## src/rtl/ttt_pkg.sv

```systemverilog
// Shared types and constants for the tic-tac-toe controller: FSM states,
// winner codes and the eight winning-line masks.
package ttt_pkg;

    localparam int unsigned N_SLOTS = 9;
    localparam int unsigned N_LINES = 8;

    typedef enum logic [1:0] {
        S_PLAY  = 2'd0,
        S_CHECK = 2'd1,
        S_OVER  = 2'd2
    } state_e;

    typedef enum logic [1:0] {
        W_NONE = 2'b00,
        W_BLUE = 2'b01,
        W_RED  = 2'b10,
        W_DRAW = 2'b11
    } winner_e;

    // Rows, columns, then the two diagonals.
    localparam logic [8:0] WIN_LINES [0:7] = '{
        9'h007, 9'h038, 9'h1C0,
        9'h049, 9'h092, 9'h124,
        9'h111, 9'h054
    };

    // Mask of the lowest-index line fully owned by board, or zero.
    function automatic logic [8:0] first_win_line(input logic [8:0] board);
        logic [8:0] line;
        line = '0;
        for (int i = int'(N_LINES) - 1; i >= 0; i--) begin
            if ((board & WIN_LINES[i]) == WIN_LINES[i]) begin
                line = WIN_LINES[i];
            end
        end
        return line;
    endfunction

endpackage

```

## src/rtl/ttt_game_ctrl_next_free.sv

```systemverilog
// Circular free-slot search: the first unoccupied slot after start (start
// itself excluded), wrapping 8 -> 0.
module ttt_next_free
    import ttt_pkg::*;
(
    input  logic [8:0] occupied,
    input  logic [8:0] start,
    output logic [8:0] next_oh,
    output logic       found
);

    logic [3:0] start_idx;
    logic [3:0] idx;

    always_comb begin
        start_idx = '0;
        for (int i = 0; i < int'(N_SLOTS); i++) begin
            if (start[i]) start_idx = 4'(i);
        end
        next_oh = '0;
        found   = 1'b0;
        idx     = '0;
        // Walk distances downward so the nearest free slot is the one kept.
        for (int d = int'(N_SLOTS) - 1; d >= 1; d--) begin
            idx = 4'((int'(start_idx) + d) % int'(N_SLOTS));
            if (!occupied[idx]) begin
                next_oh = 9'(1) << idx;
                found   = 1'b1;
            end
        end
    end

endmodule

```

## src/rtl/ttt_game_ctrl.sv

```systemverilog
// Tic-tac-toe game controller: board, cursor, turn, win/draw detection and
// blink timebase. Define TTT_WIN_FLASH_EN to flash the winning line.
module ttt_game_ctrl
    import ttt_pkg::*;
#(
    parameter int unsigned BLINK_HALF = 12_500_000
) (
    input  logic       clk,
    input  logic       rst,
    input  logic       btn_next,
    input  logic       btn_place,
    input  logic       btn_new,
    output logic       blink,
    output logic [8:0] one_hot_current,
    output logic       c_player,
    output logic [8:0] blue,
    output logic [8:0] red,
    output logic       game_over,
    output logic [1:0] winner
);

    localparam int unsigned CW = $clog2(BLINK_HALF);

    state_e     state_q, state_d;
    winner_e    winner_q, winner_d;
    logic [8:0] blue_q, blue_d, red_q, red_d, cursor_q, cursor_d;
    logic       c_player_q, c_player_d, game_over_q, game_over_d;
    logic       blink_q, blink_d;
    logic [CW-1:0] cnt_q, cnt_d;
`ifdef TTT_WIN_FLASH_EN
    logic [8:0] line_q, line_d;
`endif

    logic [8:0] occupied, mover, win_mask, nf_next;
    logic       nf_found;

    assign occupied = blue_q | red_q;
    assign mover    = c_player_q ? red_q : blue_q;
    assign win_mask = first_win_line(mover);

    // One search serves both btn_next and the post-move cursor advance.
    ttt_next_free u_next_free (
        .occupied (occupied),
        .start    (cursor_q),
        .next_oh  (nf_next),
        .found    (nf_found)
    );

    always_comb begin
        state_d     = state_q;
        winner_d    = winner_q;
        blue_d      = blue_q;
        red_d       = red_q;
        cursor_d    = cursor_q;
        c_player_d  = c_player_q;
        game_over_d = game_over_q;
        blink_d     = blink_q;
        cnt_d       = cnt_q + CW'(1);
`ifdef TTT_WIN_FLASH_EN
        line_d      = line_q;
`endif
        if (cnt_q == CW'(BLINK_HALF - 1)) begin
            cnt_d   = '0;
            blink_d = ~blink_q;
        end

        if (btn_new) begin
            state_d     = S_PLAY;
            winner_d    = W_NONE;
            blue_d      = '0;
            red_d       = '0;
            cursor_d    = 9'h001;
            c_player_d  = 1'b0;
            game_over_d = 1'b0;
`ifdef TTT_WIN_FLASH_EN
            line_d      = '0;
`endif
        end else begin
            case (state_q)
                S_PLAY: begin
                    if (btn_place) begin
                        if ((occupied & cursor_q) == '0) begin
                            if (c_player_q) red_d  = red_q | cursor_q;
                            else            blue_d = blue_q | cursor_q;
                            state_d = S_CHECK;
                        end
                    end else if (btn_next && nf_found) begin
                        cursor_d = nf_next;
                    end
                end
                S_CHECK: begin
                    if (win_mask != '0) begin
                        state_d     = S_OVER;
                        game_over_d = 1'b1;
                        winner_d    = c_player_q ? W_RED : W_BLUE;
                        cursor_d    = '0;
`ifdef TTT_WIN_FLASH_EN
                        line_d      = win_mask;
`endif
                    end else if (&occupied) begin
                        state_d     = S_OVER;
                        game_over_d = 1'b1;
                        winner_d    = W_DRAW;
                        cursor_d    = '0;
                    end else begin
                        state_d    = S_PLAY;
                        c_player_d = ~c_player_q;
                        cursor_d   = nf_next;
                    end
                end
                S_OVER: begin
                end
                default: state_d = S_PLAY;
            endcase
        end
    end

    always_ff @(posedge clk or posedge rst) begin
        if (rst) begin
            state_q     <= S_PLAY;
            winner_q    <= W_NONE;
            blue_q      <= '0;
            red_q       <= '0;
            cursor_q    <= 9'h001;
            c_player_q  <= 1'b0;
            game_over_q <= 1'b0;
            blink_q     <= 1'b0;
            cnt_q       <= '0;
`ifdef TTT_WIN_FLASH_EN
            line_q      <= '0;
`endif
        end else begin
            state_q     <= state_d;
            winner_q    <= winner_d;
            blue_q      <= blue_d;
            red_q       <= red_d;
            cursor_q    <= cursor_d;
            c_player_q  <= c_player_d;
            game_over_q <= game_over_d;
            blink_q     <= blink_d;
            cnt_q       <= cnt_d;
`ifdef TTT_WIN_FLASH_EN
            line_q      <= line_d;
`endif
        end
    end

`ifdef TTT_WIN_FLASH_EN
    // line_q is only non-zero after a win, so draws and play stay steady.
    logic [8:0] dim;
    assign dim  = line_q & {9{~blink_q}};
    assign blue = (winner_q == W_BLUE) ? (blue_q & ~dim) : blue_q;
    assign red  = (winner_q == W_RED)  ? (red_q  & ~dim) : red_q;
`else
    assign blue = blue_q;
    assign red  = red_q;
`endif

    assign blink           = blink_q;
    assign one_hot_current = cursor_q;
    assign c_player        = c_player_q;
    assign game_over       = game_over_q;
    assign winner          = winner_q;

endmodule
```

## config.mk

```make
export PLATFORM = sky130hd
export DESIGN_NAME = ttt_game_ctrl
export DESIGN_NICKNAME = d
export VERILOG_FILES = /design/src/rtl/ttt_pkg.sv /design/src/rtl/ttt_game_ctrl_next_free.sv /design/src/rtl/ttt_game_ctrl.sv
export SDC_FILE = /design/constraint.sdc
export NUM_CORES = 1
export LEC_CHECK = 0
export CELL_PAD_IN_SITES_DETAIL_PLACEMENT = 1
export CELL_PAD_IN_SITES_GLOBAL_PLACEMENT = 1
export CORE_ASPECT_RATIO = 1.4
export CORE_MARGIN = 2
export CORE_UTILIZATION = 35
export DETAILED_ROUTE_END_ITERATION = 10
export PLACE_DENSITY_LB_ADDON = 0.3
export SYNTH_ARGS = -nofsm -noshare
export SYNTH_HDL_FRONTEND = slang
export SYNTH_HIERARCHICAL = 1
export SYNTH_SLANG_ARGS = --single-unit
```

## constraint.sdc

```tcl
create_clock -name clk -period 9.5 [get_ports clk]
set_input_delay 1.9 -clock clk [delete_from_list [all_inputs] [get_ports clk]]
set_output_delay 1.9 -clock clk [all_outputs]
set_load 0.01 [all_outputs]
```

==> reports/results.tsv <==
metric	value	unit
ios	37	
status	complete, no violations	
cts_max_level	3	
synth_compound_area_share	29.8	%
setup_tns	0	ns
clk_pin_slew	0.05	ns
yosysSeqAreaShare	22.4	%
synth_simple_gate_area_share	26.5	%
synthXorXnorAreaFrac	4.86	%
vias_per_cell	6.33	
fp.dieH	165	um
cts_resized	0	
final_common_cell	nor2_1	
period_share	82.7	%
grt_pass1_wl	40200	um
hpwl	19500	um
worstHoldStart	blink	
synth_top_flop_cell	dfrtp_1	
core_area	18100	um^2
drive_gt1_share	7.69	%
tightest_slew	0.983	ns
endpoint_kind	flop	
num_rows	58	
syn-cell-area	6480	um^2
synth_edf_count	0	
critPathArrivalTime	8.03	ns
die_w	119	um
antenna_found_initial	0	
num_vias	6956	
reg2regPathDepth	22	
ys_ff_latch	58	
area_growth	12.7	%
cp-start-kind	flop	
hold_depth	1	
rsz0062_at_grt	no	
hold_viol_final	0	
period_minus_slack	7.86	ns
ys_types	95	
grt_max_degree	59	
ys_warn_count	6	
slew_headroom	34.5	%
dr.pass1.iters	5	
synthMuxAreaShare	4.79	%
post-route-drc-count	0	
r2r_start	one_hot_current[1]	
grtUsageTotal	26.3	%
finClkSkew	0.00435	ns
dieArea	19600	um^2
wl_per_cell	23.2	um
gp_congestion	0.980	
grt_pass1_vias	7064	
fmax	127	MHz
ctsLongestPathBuffers	2	
numCtsBuffers	9	
dp.cells	1082	
worstSkewPairLatency	0.33	ns
port_buffers	36	
ant_nets	0	
r2r_end	one_hot_current[5]	
cts_sinks	58	
synth_fa_ha_area_share	5.79	%
nets	888	
synth_cells	844	
maxSlewViolCount	0	
async_flop_share	100	%
syn_area_per_cell	7.68	um^2
finalSetupViolations	0	
layout_common_cells	nor2_1 (93), nand2_1 (86), dfrtp_1 (57), a21oi_1 (42), nand3_1 (40)	
wl	25500	um
cts_tree	done	
cts_root_buf	clkbuf_16	
min_to	blink	
initial_core_util	35.9	%
hold_class	flop to flop	
post_cts_buffers	0	
drtIter0Drc	474	
critPathKind	flop to flop	
cp_data_required_time	9.67	ns
cts_hold_buffers	0	
maxCapViolations	0	
stdcell_count	1099	
synth_top_family_by_area	compound AO/OA/AOI/OAI gates	
cp_max_fo	20	
grt-ovfl-total	0	
rrSetupSlack	1.64	ns
[cells in the mapped netlist, types with 4 or more instances]
cell	count	area [um^2]
buf_1	5	18.8
ha_1	30	375
nand3_1	40	200
inv_1	35	131
or2_2	8	50.1
or4_1	5	37.5
xnor2_1	19	166
or2_1	4	25.0
o22ai_1	15	93.8
and3_1	7	43.8
a211oi_1	12	90.1
nor3_1	21	105
o211ai_1	5	37.5
a22oi_1	11	82.6
nand2b_1	11	68.8
xor2_1	17	149
o21ai_1	5	25.0
a31oi_1	35	219
nor2b_1	6	37.5
buf_2	9	45.0
or3_1	7	43.8
nor4_1	9	56.3
mux4_2	5	113
dfrtp_1	57	1430
mux2i_1	16	160
a21o_1	7	52.6
and2_1	4	25.0
o221ai_1	7	61.3
o21a_1	8	60.1
clkbuf_1	30	113
nand4_1	18	113
o32ai_1	6	52.6
o211a_1	4	40.0
o31ai_1	10	75.1
nand2_1	86	323
o41ai_1	4	35.0
a311oi_1	4	35.0
o22a_1	9	78.8
o21ai_0	29	145
a21oi_1	42	210
nor2_1	93	349
[kinds of logic (layout without fill, tap and decap cells)]
| family | Yosys count | after routing |
|---|---|---|
| AO/OA/AOI/OAI | 266 | 266 |
| XOR/XNOR | 36 | 36 |
| other | 2 | 5 |
| flip-flops | 58 | 58 |
| buffers and inverters | 87 | 99 |
| adder cells (fa/ha/maj) | 30 | 30 |
| multiplexers | 24 | 24 |
| AND/OR/NAND/NOR | 341 | 341 |
[critical path, stage by stage, from the launching register on]
cell and delay [ns]:
dfrtp_1 0.48, nor2b_1 0.21, o21ai_0 0.67, nand2_1 0.60, buf_4 0.39, ha_1 0.80
inv_1 0.25, ha_1 0.35, o21a_1 0.23, a2111oi_4 0.41, nor2_1 0.12, mux2i_1 0.32
o221ai_1 0.20, o2bb2ai_2 0.30, a22o_1 0.38, nand2_1 0.18, nor4_1 0.38, nand2_1 0.12
and3b_1 0.20, o21bai_1 0.65, a21oi_2 0.20, nand3_1 0.15, a31oi_1 0.10
[worst max path at each step]
stage | startpoint | end | cells past startpoint
2_1_floorplan | one_hot_current[4] | one_hot_current[1] | 29
3_3_place_gp | one_hot_current[1] | one_hot_current[5] | 22
3_5_place_dp | one_hot_current[1] | one_hot_current[5] | 22
4_1_cts | one_hot_current[1] | one_hot_current[5] | 22
5_1_grt | one_hot_current[2] | one_hot_current[5] | 22
6_report | one_hot_current[1] | one_hot_current[5] | 22
[flip-flops by register name, summed over array words and instances (netlist names)]
register and cells:
blue 9, winner 2, blink 1, game_over 1, state_q 2, red 9, cnt_q 24, one_hot_current 9
c_player 1
[per-layer routing]
| layer | part of all wire (%) | track usage (%) |
|---|---|---|
| met1 | 39 | 30.3 |
| met2 | 49 | 46.0 |
| met3 | 4.4 | 1.93 |
| met4 | 7.6 | 19.3 |
| met5 | 0 | 0 |
[final cells by class]
cell class	count	area (um^2)
inverter	37	139
tap	240	300
sequential	58	1450
fill	2205	10800
multi-input combinational	701	4670
clock buffer	14	274
timing repair buffer	46	435
clock inverter	2	35.0
antenna	1	2.50
[metrics by stage]
| stage | instance area, um^2 | worst slack (ns) | utilization (%) | hold WS, ns |
|---|---|---|---|---|
| after global routing | 7300 | 1.21 | 40.4 | 0.484 |
| final | 7310 | 1.64 | 40.4 | 0.461 |
| after floorplan | 6490 | 3.32 | - | 0.445 |
| after detailed placement | 6990 | 1.89 | 38.7 | 0.456 |
| after CTS | 7300 | 1.90 | 40.4 | 0.467 |
| after global placement | 6990 | 2.20 | 38.7 | 0.455 |
Power is left out: the tool's default activity adds up to more than one toggle a clock period on the data nets, which glitch-free logic cannot reach.
